==> config.mk <==
export PLATFORM = sky130hd
export DESIGN_NAME = tt_vec_seq
export DESIGN_NICKNAME = d
export VERILOG_FILES = /design/src/rtl/tt_checker_pkg.sv /design/src/rtl/tt_vec_seq.sv
export SDC_FILE = /design/constraint.sdc
export NUM_CORES = 1
export LEC_CHECK = 0
export CAP_MARGIN = 10
export CORE_AREA = 8 8 45 47
export CTS_CLUSTER_DIAMETER = 30
export DETAILED_ROUTE_END_ITERATION = 6
export DIE_AREA = 0 0 53 55
export GPL_ROUTABILITY_DRIVEN = 0
export PLACE_DENSITY = 0.45
export SETUP_SLACK_MARGIN = 0.5
export SYNTH_ARGS = -nofsm -noshare
export SYNTH_HDL_FRONTEND = slang
export SYNTH_SLANG_ARGS = --single-unit
==> constraint.sdc <==
create_clock -name clk -period 2.5 [get_ports clk]
set_clock_uncertainty 0.1 [all_clocks]
set_input_delay 0.25 -clock clk [delete_from_list [all_inputs] [get_ports clk]]
set_output_delay 0.25 -clock clk [all_outputs]
set_load 0.02 [all_outputs]
==> src/rtl/tt_checker_pkg.sv <==
// Shared definitions for the exhaustive truth-table checker: FSM state codes and
// the binary-to-reflected-Gray conversion used by the vector sequencer.
package tt_checker_pkg;

    localparam logic [0:0] StIdle = 1'b0;
    localparam logic [0:0] StRun  = 1'b1;

    // Callers truncate the result to their own vector width.
    function automatic logic [7:0] bin2gray(input logic [7:0] b);
        return b ^ (b >> 1);
    endfunction

endpackage

==> src/rtl/tt_vec_seq.sv <==
// Step and dwell counters for the sweep; maps step index to the applied vector
// value in binary or reflected-Gray order.
module tt_vec_seq
    import tt_checker_pkg::*;
#(
    parameter int unsigned N_IN  = 3,
    parameter int unsigned DWELL = 1
) (
    input  logic            clk,
    input  logic            rst,
    input  logic            load,
    input  logic            advance,
    input  logic            gray,
    output logic            sample,
    output logic            last,
    output logic [N_IN-1:0] vec,
    output logic [N_IN-1:0] vec_next
);

    localparam int unsigned DW = (DWELL > 1) ? $clog2(DWELL) : 1;

    logic [N_IN-1:0] step_q, step_d, step_inc;
    logic [DW-1:0]   dwell_q, dwell_d;

    assign sample   = (dwell_q == DW'(DWELL - 1));
    assign last     = sample && (step_q == {N_IN{1'b1}});
    assign step_inc = step_q + N_IN'(1);
    assign vec      = gray ? N_IN'(bin2gray(8'(step_q))) : step_q;
    assign vec_next = gray ? N_IN'(bin2gray(8'(step_inc))) : step_inc;

    always_comb begin
        step_d  = step_q;
        dwell_d = dwell_q;
        if (load) begin
            step_d  = '0;
            dwell_d = '0;
        end else if (advance) begin
            if (sample) begin
                step_d  = step_inc;
                dwell_d = '0;
            end else begin
                dwell_d = dwell_q + DW'(1);
            end
        end
    end

    always_ff @(posedge clk or posedge rst) begin
        if (rst) begin
            step_q  <= '0;
            dwell_q <= '0;
        end else begin
            step_q  <= step_d;
            dwell_q <= dwell_d;
        end
    end

endmodule

Yosys cells after proc, flatten, opt, wreduce, memory -nomap -nowiden

Cells that the tools add are included.

Add/sub/neg operators: 2
$mul: 0
Div/mod/pow operators: 0
$lt $le $gt $ge: 0
Equality and inequality tests: 2
Shifts and indexed selects: 0
Muxes and demuxes: 8
Bitwise operators: 3
Reductions and logical operators: 3

Operator list:

| operator            | count |
|---|---|
| $mux 3              | 5 |
| $xor 3x2->3         | 2 |
| $add 3x1->3 const B | 1 |
| $eq 3x3->1 const B  | 1 |
| $mux 1              | 3 |
| $ne 2x2->1 const B  | 1 |
| $reduce_and 2->1    | 1 |
| $reduce_bool 2->1   | 1 |
| $add 1x1->1 const B | 1 |
| $logic_and 1x1->1   | 1 |
| $not 1->1           | 1 |

Bits in registers: 4
Latch bits: 0
RAM bits: 0
Bits in read-only memories: 0
Bits of input ports: 5
Word-level logic and storage cells: 20
Memories: 0

Depth between registers and ports, before layout

Gate-level depths: netlist of run 1.

Word-level depth: 4
Gate-level depth with buffers: 4
Gate-level depth less buffers: 4

Worst setup path after synthesis of run 1

No wires, ideal clock.

Path type: register to output
From: register step_q[0]
To: output vec_next[1]
Arrival time: 1,472 ps
Data required time: 2,150 ps
Setup slack: 678 ps
Stages on the path, launching flop included: 5
Buffers on the path: 0
Path through: dfrtp_1 > ha_1 > ha_1 > nand2_1 > xnor2_1

Cells in the longest elaborated chain, start to end: 3

Ends and longest elaborated chain:

| what                   | line                 | source |
|---|---|---|
| start, declared        | tt_vec_seq.sv:22     | `logic [N_IN-1:0] step_q, step_d, step_inc;` |
| start signal, assigned | tt_vec_seq.sv:52     | `step_q <= step_d;` |
| $add 3x1->3 (*)        | tt_vec_seq.sv:27     | `assign step_inc = step_q + N_IN'(1);` |
| $xor 3x2->3            | tt_checker_pkg.sv:10 | `return b ^ (b >> 1);` |
| $mux 3 (*)             | tt_vec_seq.sv:29     | `assign vec_next = gray ? N_IN'(bin2gray(8'(step_inc))) : step_inc;` |
| end, declared          | tt_vec_seq.sv:17     | `output logic [N_IN-1:0] vec_next` |

Mark *: on every way between the ends. The rest lies on a longest branch, timed or not.

Worst setup path in the final report of run 1

From: register step_q[0]
To: output vec[0]

Cells in the longest elaborated chain, start to end: 2

Ends and longest elaborated chain:

| what          | line                 | source |
|---|---|---|
| $xor 3x2->3   | tt_checker_pkg.sv:10 |  |
| $mux 3 (*)    | tt_vec_seq.sv:28     | `assign vec = gray ? N_IN'(bin2gray(8'(step_q))) : step_q;` |
| end, declared | tt_vec_seq.sv:16     | `output logic [N_IN-1:0] vec,` |

Marks and branches as above.

==> results_dict.tcl, run 1 <==
set metrics [dict create \
    root_buffer "clkbuf_4" \
    grt-ovfl-total 0 \
    place_ws_ns 0.394 \
    largest_register_ffs 3 \
    end_kind "output port" \
    min_path_type "input pin to asynchronous set/reset pin" \
    critPathKind "flop to output port" \
    r2r-end "step_q[2]$_DFFE_PP0P_" \
    dr.pass1.iters 2 \
    synth_area_per_cell_sq_um 9.95 \
    switching_share 0.307 \
    die_w_um 53 \
    p_int_w 0.000141 \
    hold_viol_final 0 \
    drv_cap 0 \
    ys_warn_count 0 \
    postCtsHoldBufs 0 \
    outcome "completed" \
    diodes 0 \
    cts.clk_slew.worst_paths_ns 0.04 \
    clock-sinks 3 \
    cts_tree "done" \
    die_area_sq_um 2920 \
    grtUsageTotal 0.0438 \
    p_comb_frac 0.296 \
    fin_tns_setup_ns 0 \
    synth_adder_area_share 0.120 \
    postCtsSetupBuffers 0 \
    grt_max_degree 5 \
    synthSimpleGateAreaFrac 0.0898 \
    final-setup-viol-count 0 \
    area_growth_pct 66.5 \
    critical_path.max_fanout 4 \
    wl_um 501 \
    crit_path_end "vec[0]" \
    min_period_ns 1.93 \
    nets 42 \
    vdd_ir_drop_max_uv 196 \
    cp.arrival_ns 1.58 \
    ys_seq_elements 3 \
    syn_area_sq_um 209 \
    fmax_mhz 518 \
    antenna_found_initial 0 \
    power_frac_seq 0.277 \
    cts.path.max_buffers 2 \
    synth_compound_area_frac 0 \
    synth_cell_types 10 \
    insertion_delay_ns 0.24 \
    cts.htree.levels 1 \
    cp.required_ns 2.15 \
    io_buffers 11 \
    ff2ff_setup_slack_ns 1.12 \
    cts_buffers 3 \
    yosysSeqAreaShare 0.359 \
    grt_pass1_wl_um 855 \
    drcViolationCount 0 \
    reg2reg_from "step_q[0]$_DFFE_PP0P_" \
    power.leakage_nw 0.188 \
    p_clk_frac 0.428 \
    initial_core_util 0.151 \
    r2r_cells 4 \
    power_density_nw_per_um2 584 \
    io_pins 13 \
    syn_inst 21 \
    grt_pass1_vias 215 \
    muxShareOfSynthArea 0.198 \
    drt_iter0_drc 2 \
    rsz0062_at_grt "yes" \
    largestRegisters "step_q x3" \
    antenna_left 0 \
    die_y_um 55 \
    synth_top_family_by_area "multiplexers" \
    routedWlPerCell_um 10.0 \
    worst_slack_ns 0.569 \
    via_per_inst 3.78 \
    min_period_over_period 0.772 \
    final_common_cell "clkdlybuf4s50_1" \
    vias 189 \
    synth_xor_area_frac 0.126 \
    slew_viol_final 0 \
    startpoint_type "flop" \
    critPathLaunch "step_q[0]$_DFFE_PP0P_" \
    p_switching_w 0.0000625 \
    regMostFlops "step_q" \
    syn_nets 28 \
    drive_above_1_share 0.147 \
    coreArea_sq_um 1380 \
    core.rowCount 14 \
]
[routing by layer]
layer	up-vias	share of wire	routed length, um	GRT usage
li1	91	-	-	-
met1	81	0.46	231	0.0397
met2	15	0.29	144	0.0527
met3	2	0.21	107	0.0321
met4	0	0.034	17	0.0647
met5	-	0	0	0
[through the flow]
step	area, sq um	util	hold slack [ns]	total power, W	instances
6_report	348	0.251	0.0773	0.000203	50
5_1_grt	348	0.251	0.0774	0.000222	50
4_1_cts	347	0.250	0.0716	0.000210	50
3_5_place_dp	324	0.234	0.327	0.000124	46
3_3_place_gp	324	0.234	0.321	0.000124	46
2_1_floorplan	209	-	-0.0964	0.0000935	21
[power groups by stage]
| stage | sequential (W) | clock [W] | combinational, W |
|---|---|---|---|
| floorplan | 0.0000560 | 0 | 0.0000375 |
| global placement | 0.0000568 | 0 | 0.0000674 |
| detailed placement | 0.0000569 | 0 | 0.0000674 |
| CTS | 0.0000563 | 0.0000913 | 0.0000624 |
| global route | 0.0000568 | 0.000100 | 0.0000649 |
| finish | 0.0000562 | 0.0000869 | 0.0000601 |
[worst min path at each step]
stage / from / to / slack (ns) / depth (start not counted)
after floorplan: rst / step_q[0]$_DFFE_PP0P_ / -0.1 / 1
after global placement: rst / step_q[1]$_DFFE_PP0P_ / 0.32 / 2
after detailed placement: rst / step_q[0]$_DFFE_PP0P_ / 0.33 / 2
after CTS: rst / step_q[1]$_DFFE_PP0P_ / 0.07 / 2
after global routing: rst / step_q[0]$_DFFE_PP0P_ / 0.08 / 2
final: rst / step_q[1]$_DFFE_PP0P_ / 0.08 / 2
[cell families after synthesis]
family | after synthesis
xor+xnor | 3
buf+inv | 3
simple gates | 5
flops | 3
fa+ha+maj | 2
other cells | 1
mux | 4
[layout make-up]
cell class | count | area (sq um)
clock buffer | 4 | 26.3
fill | 149 | 1040
multi-input combinational | 15 | 115
inverter | 1 | 3.75
sequential | 3 | 75.1
tap | 16 | 20.0
timing repair buffer | 11 | 108
[cells in the mapped netlist]
library cell	number	share of area
dfrtp_1	3	0.36
xnor2_1	3	0.13
buf_4	2	0.072
ha_1	2	0.12
inv_1	1	0.018
nor2_1	3	0.054
conb_1	1	0.018
mux2_2	1	0.054
mux2i_1	3	0.14
nand2_1	2	0.036
[critical path: stages, from the launching register on]
cell	delay, ns
dfrtp_1	0.41
ha_1	0.35
mux2_2	0.27
dlygate4sd2_1	0.32
[what timing repair did]
| action | CTS | global route |
|---|---|---|
| hold endpoints to repair | 0 | 0 |
| setup endpoints to repair | 3 | 3 |
| resized for setup | 3 | 4 |
(Power assumes the default switching activity.)
==> run 2: changes to the inputs <==
PLACE_DENSITY = 0.46   (was 0.45)
clock period = 1.6 ns   (was 2.5 ns; I/O delays follow)
==> run 2 against run 1 <==
Compared with the run above:
- the run now ends with setup timing left
- clock-buffer cell count unchanged
- design area up 35%
- sequential power up 55%
- die area unchanged
==> results_dict.tcl, run 2 (synthesis gave the netlist of run 1 again) <==
set metrics [dict create \
    cts_buffers 3 \
    min_path_type "input pin to flop" \
    switching_share 0.299 \
    dr_wl_met2_um 243 \
    die_w_um 53 \
    core.rowCount 14 \
    power_frac_seq 0.234 \
    power.leakage_nw 0.231 \
    end_kind "output port" \
    min_period_ns 1.66 \
    critPathKind "flop to output port" \
    drt_iter0_drc 1 \
    min_period_over_period 1.04 \
    grt_max_degree 5 \
    final-setup-viol-count 1 \
    r2r_cells 5 \
    clock-sinks 3 \
    grtUsageTotal 0.0476 \
    via_per_inst 3.63 \
    cp.required_ns 1.34 \
    diodes 0 \
    io_buffers 11 \
    startpoint_type "flop" \
    p_comb_frac 0.409 \
    routedLengthMet1_um 247 \
    drive_above_1_share 0.512 \
    vdd_ir_drop_max_uv 340 \
    routedWlPerCell_um 10.5 \
    nets 49 \
    holdPathStages 2 \
    top_layer "met3" \
    critical_path.max_fanout 2 \
    insertion_delay_ns 0.23 \
    dr_wl_met3_um 108 \
    wl_um 599 \
    grt-ovfl-total 0 \
    area_growth_pct 124 \
    cts.htree.levels 1 \
    dp_cells 50 \
    violations "setup timing" \
    final_cell_area_sq_um 468 \
    antenna_found_initial 0 \
    cp.arrival_ns 1.40 \
    total_power_w 0.000373 \
    hold_viol_final 0 \
    p_switching_w 0.000111 \
    holdPathEnd "step_q[1]$_DFFE_PP0P_" \
    rsz0062_at_grt "yes" \
    slew_viol_final 0 \
    postPlaceCellArea_sq_um 409 \
    die_area_sq_um 2920 \
    p_int_w 0.000261 \
    largestRegisters "step_q x3" \
    antenna_left 0 \
    regMostFlops "step_q" \
    dr.pass1.iters 2 \
    root_buffer "clkbuf_4" \
    initial_core_util 0.151 \
    io_pins 13 \
    final_common_cell "buf_6" \
    dp_hpwl_um 489 \
    fmax_mhz 601 \
    grt_pass1_vias 239 \
    place_ws_ns -0.326 \
    final_cell_mix "7 x buf_6, 6 x buf_4" \
    whs_ns 0.412 \
    ff2ff_setup_slack_ns 0.21 \
    drv_cap 0 \
    grt_pass1_wl_um 959 \
    hold_start "load" \
    drcViolationCount 0 \
    reg2reg_from "step_q[1]$_DFFE_PP0P_" \
    outcome "finished with violations" \
    instances_no_fill 57 \
    vias 207 \
    cts.clk_slew.worst_paths_ns 0.04 \
    worst_slack_ns -0.0645 \
    die_y_um 55 \
    coreArea_sq_um 1380 \
    critPathLaunch "step_q[1]$_DFFE_PP0P_" \
    cts.path.max_buffers 2 \
    cts_tree "done" \
    largest_register_ffs 3 \
    p_clk_frac 0.357 \
    r2r-end "step_q[2]$_DFFE_PP0P_" \
    power_density_nw_per_um2 796 \
]
run 2: cell count changes in the layout (fill, tap and decap cells not counted), sizes merged:
| cell | change |
|---|---|
| dlygate4sd2 | -1 |
| clkdlybuf4s50 | -3 |
| buf | +13 |
| dlygate4sd3 | +1 |
| dlymetal6s2s | -2 |
| clkbuf | -1 |
run 2: metal layers:
metal / track usage / vias up
met5: 0 / -
met4: 0.0517 / 0
met3: 0.0267 / 0
met2: 0.0703 / 14
li1: - / 104
met1: 0.0441 / 89
run 2: what timing repair did:
| item | CTS | global route |
|---|---|---|
| setup endpoints to repair | 9 | 9 |
| pin swaps | 2 | 2 |
| buffers inserted | 1 | 1 |
| hold endpoints to repair | 3 | 0 |
| hold buffers | 1 | 0 |
| resized for setup | 44 | 0 |
run 2: final cells by class:
cell class / count / area [sq um]
multi-input cells: 15 / 170
well taps: 16 / 20.0
inverters: 1 / 3.75
repair buffers: 18 / 173
fillers: 144 / 916
flip-flops and latches: 3 / 75.1
clock buffers: 4 / 26.3
run 2: worst max-delay path by stage:
stage and to:
6_report vec_next[1], 5_1_grt vec_next[1], 4_1_cts vec_next[1], 3_5_place_dp vec_next[1], 3_3_place_gp vec_next[1], 2_1_floorplan vec_next[1]
run 2: stage by stage:
step / util / TNS [ns]
after CTS: 0.333 / -0.0883
final: 0.338 / -0.0645
after global routing: 0.338 / -0.183
after floorplan: - / 0
after global placement: 0.296 / -1.44
after detailed placement: 0.296 / -1.43
run 2: power groups by stage:
| stage | clock network [W] | logic (W) | registers, W |
|---|---|---|---|
| after floorplan | 0 | 0.0000850 | 0.0000899 |
| after global routing | 0.000157 | 0.000162 | 0.0000881 |
| after CTS | 0.000141 | 0.000154 | 0.0000873 |
| after global placement | 0 | 0.000149 | 0.0000878 |
| after detailed placement | 0 | 0.000148 | 0.0000882 |
| final | 0.000133 | 0.000153 | 0.0000872 |
run 2: worst max-delay path, stage by stage, from the launching register on:
cell	delay, ns
dfrtp_1	0.40
ha_4	0.18
ha_4	0.27
nand2_4	0.06
xnor2_4	0.13
buf_6	0.13
==> run 3: changes to the inputs <==
ABC_AREA = 1   (was default)
PLACE_DENSITY = 0.48   (was 0.46)
==> run 3 against run 2 <==
Compared with the run above:
- the flow still finishes with violations (setup timing)
- register-to-register slack gained 0.11 ns
- hold slack better by 0.090 ns
- area after synthesis rose by 11%
- power down 5.5%
- utilization rose by 3.2 points
- final cell count grew 30%
- wire length grew 4.3%
- clock-buffer cell count unchanged
- sequential share of layout area decreased by 1.4 points
- combinational power is 11% lower
- critical endpoint unchanged
==> results_dict.tcl, run 3 <==
set metrics [dict create \
    synth_edf_count 0 \
    ys_warn_count 0 \
    drcViolationCount 0 \
    routedWlPerCell_um 8.45 \
    largest_register_ffs 3 \
    worst_slack_ns -0.0351 \
    final-setup-viol-count 1 \
    critPathLaunch "step_q[0]$_DFFE_PP0P_" \
    grt_pass1_wl_um 979 \
    synthFlopType "dfrtp_1" \
    final_common_cell "nand2_1" \
    yosysSeqAreaShare 0.324 \
    cts.path.max_buffers 2 \
    grtUsageTotal 0.0454 \
    ys_seq_elements 3 \
    cts.htree.levels 1 \
    startpoint_type "flop" \
    ys_async_sr_fraction 1.00 \
    drt_iter0_drc 0 \
    root_buffer "clkbuf_4" \
    synthMostInstantiatedCell "nand2_1" \
    grt_max_degree 6 \
    synth_top_family_by_area "simple AND/OR/NAND/NOR gates" \
    synth_adder_area_share 0.108 \
    synthSimpleGateAreaFrac 0.362 \
    hold_start "advance" \
    power.leakage_nw 0.254 \
    dp_hpwl_um 512 \
    outcome "finished with violations" \
    area_growth_pct 121 \
    critical_path.max_fanout 4 \
    dr.pass1.iters 1 \
    drv_cap 0 \
    synth_top_area_frac 0.324 \
    synth_compound_area_frac 0.0432 \
    cts.clk_slew.worst_paths_ns 0.04 \
    yosys-top-cells-area "dfrtp_1 32%, nand2_1 23%, ha_1 11%" \
    synth_xor_area_frac 0 \
    antenna_found_initial 0 \
    whs_ns 0.502 \
    muxShareOfSynthArea 0 \
    fmax_mhz 612 \
    vdd_ir_drop_max_uv 537 \
    regMostFlops "step_q" \
    rsz0062_at_grt "yes" \
    min_period_ns 1.64 \
    reg2reg_from "step_q[0]$_DFFE_PP0P_" \
    die_area_sq_um 2920 \
    slew_viol_final 0 \
    end_kind "output port" \
    hold_viol_final 0 \
    syn_nets 43 \
    critPathKind "flop to output port" \
    vias 284 \
    grt_pass1_vias 265 \
    synth_area_per_cell_sq_um 6.43 \
    antenna_left 0 \
    initial_core_util 0.167 \
    cp.required_ns 1.34 \
    syn_inst 36 \
    via_per_inst 3.84 \
    io_pins 13 \
    io_buffers 11 \
    synthTopCellsByCount "14 x nand2_1, 5 x inv_1, 4 x nand3_1" \
    insertion_delay_ns 0.23 \
    power_density_nw_per_um2 688 \
    drive_above_1_share 0.466 \
    synth_cell_types 9 \
    nets 66 \
    yosysTopAreaCell "dfrtp_1" \
    cp.arrival_ns 1.38 \
    cts_tree "done" \
    wl_um 625 \
    min_path_type "input pin to flop" \
    die_y_um 55 \
    syn_area_sq_um 231 \
    place_ws_ns -0.233 \
    cts_buffers 3 \
    violations "setup timing" \
    final_cell_mix "10 x nand2_1, 8 x buf_6, 7 x buf_4" \
    largestRegisters "step_q x3" \
    core.rowCount 14 \
    min_period_over_period 1.02 \
    clock-sinks 3 \
    grt-ovfl-total 0 \
    die_w_um 53 \
    coreArea_sq_um 1380 \
    diodes 0 \
]
-- run 3: changes by cell type in the layout (fill, tap and decap cells not counted), moves of 2 or more --
cell     delta
inv_1       +4
xnor2_1     -2
nand2_2     +4
nand3_2     +2
mux2i_1     -3
nand3_1     +2
nand2_1     +9
-- run 3: what timing repair did --
action / in CTS / in global routing
hold buffers: 1 / 0
setup buffers: 2 / 0
endpoints found under the hold margin: 3 / 0
endpoints found under the setup margin: 8 / 8
pin swaps: 2 / 5
gates resized for setup: 44 / 3
-- run 3: cell type report --
| cell class | instances | area (sq um) |
|---|---|---|
| clock buffer | 4 | 26.3 |
| fill | 152 | 872 |
| inverter | 5 | 18.8 |
| multi-input combinational | 26 | 179 |
| sequential | 3 | 75.1 |
| tap | 16 | 20.0 |
| timing repair buffer | 20 | 193 |
-- run 3: through the flow --
| stage | area, sq um | setup TNS, ns | std cells | power, W | utilization |
|---|---|---|---|---|---|
| 6_report | 512 | -0.0351 | 74 | 0.000352 | 0.370 |
| 4_1_cts | 504 | -0.0418 | 74 | 0.000356 | 0.364 |
| 2_1_floorplan | 278 | 0 | 36 | 0.000151 | - |
| 3_5_place_dp | 438 | -0.939 | 67 | 0.000209 | 0.316 |
| 3_3_place_gp | 438 | -0.920 | 67 | 0.000208 | 0.316 |
| 5_1_grt | 512 | -0.112 | 74 | 0.000378 | 0.370 |
-- run 3: metal layers --
metal,vias to the layer above,wire length (um),GRT usage
met5,-,0,0
met4,0,0,0.0129
met3,0,47,0.0321
met2,8,285,0.0664
met1,121,293,0.0519
li1,155,-,-
-- run 3: path summary, 6_finish.rpt --
path	endpoint	slack, ns	depth (start not counted)
min	step_q[2]$_DFFE_PP0P_	0.50	3
max reg2reg	step_q[2]$_DFFE_PP0P_	0.32	5
max	vec_next[1]	-0.04	6
min reg2reg	step_q[2]$_DFFE_PP0P_	0.55	3
max in group asynchronous	step_q[1]$_DFFE_PP0P_	0.72	3
min in group asynchronous	step_q[2]$_DFFE_PP0P_	0.55	3
-- run 3: worst max-delay path, stage by stage, from the launching register on --
cell	delay (ns)
dfrtp_1	0.40
ha_4	0.18
ha_4	0.28
nand2_2	0.05
nand2_2	0.06
nand2_2	0.05
buf_6	0.12
-- run 3: cell families (layout without fill, tap and decap cells) --
family	count (synthesis)	after routing
adders and majority gates	2	2
DFF	3	3
AOI/OAI and AO/OA	2	2
buffers and inverters	7	29
other	1	1
and+or+nand+nor	21	21
-- run 3: power by group --
group | leakage (nW) | total, W | switching [W] | internal, W
Clock | 0.0150 | 0.000130 | 0.0000371 | 0.0000933
Sequential | 0.0402 | 0.0000852 | 0.00000458 | 0.0000806
Combinational | 0.199 | 0.000136 | 0.0000650 | 0.0000714
Total | 0.254 | 0.000352 | 0.000107 | 0.000245
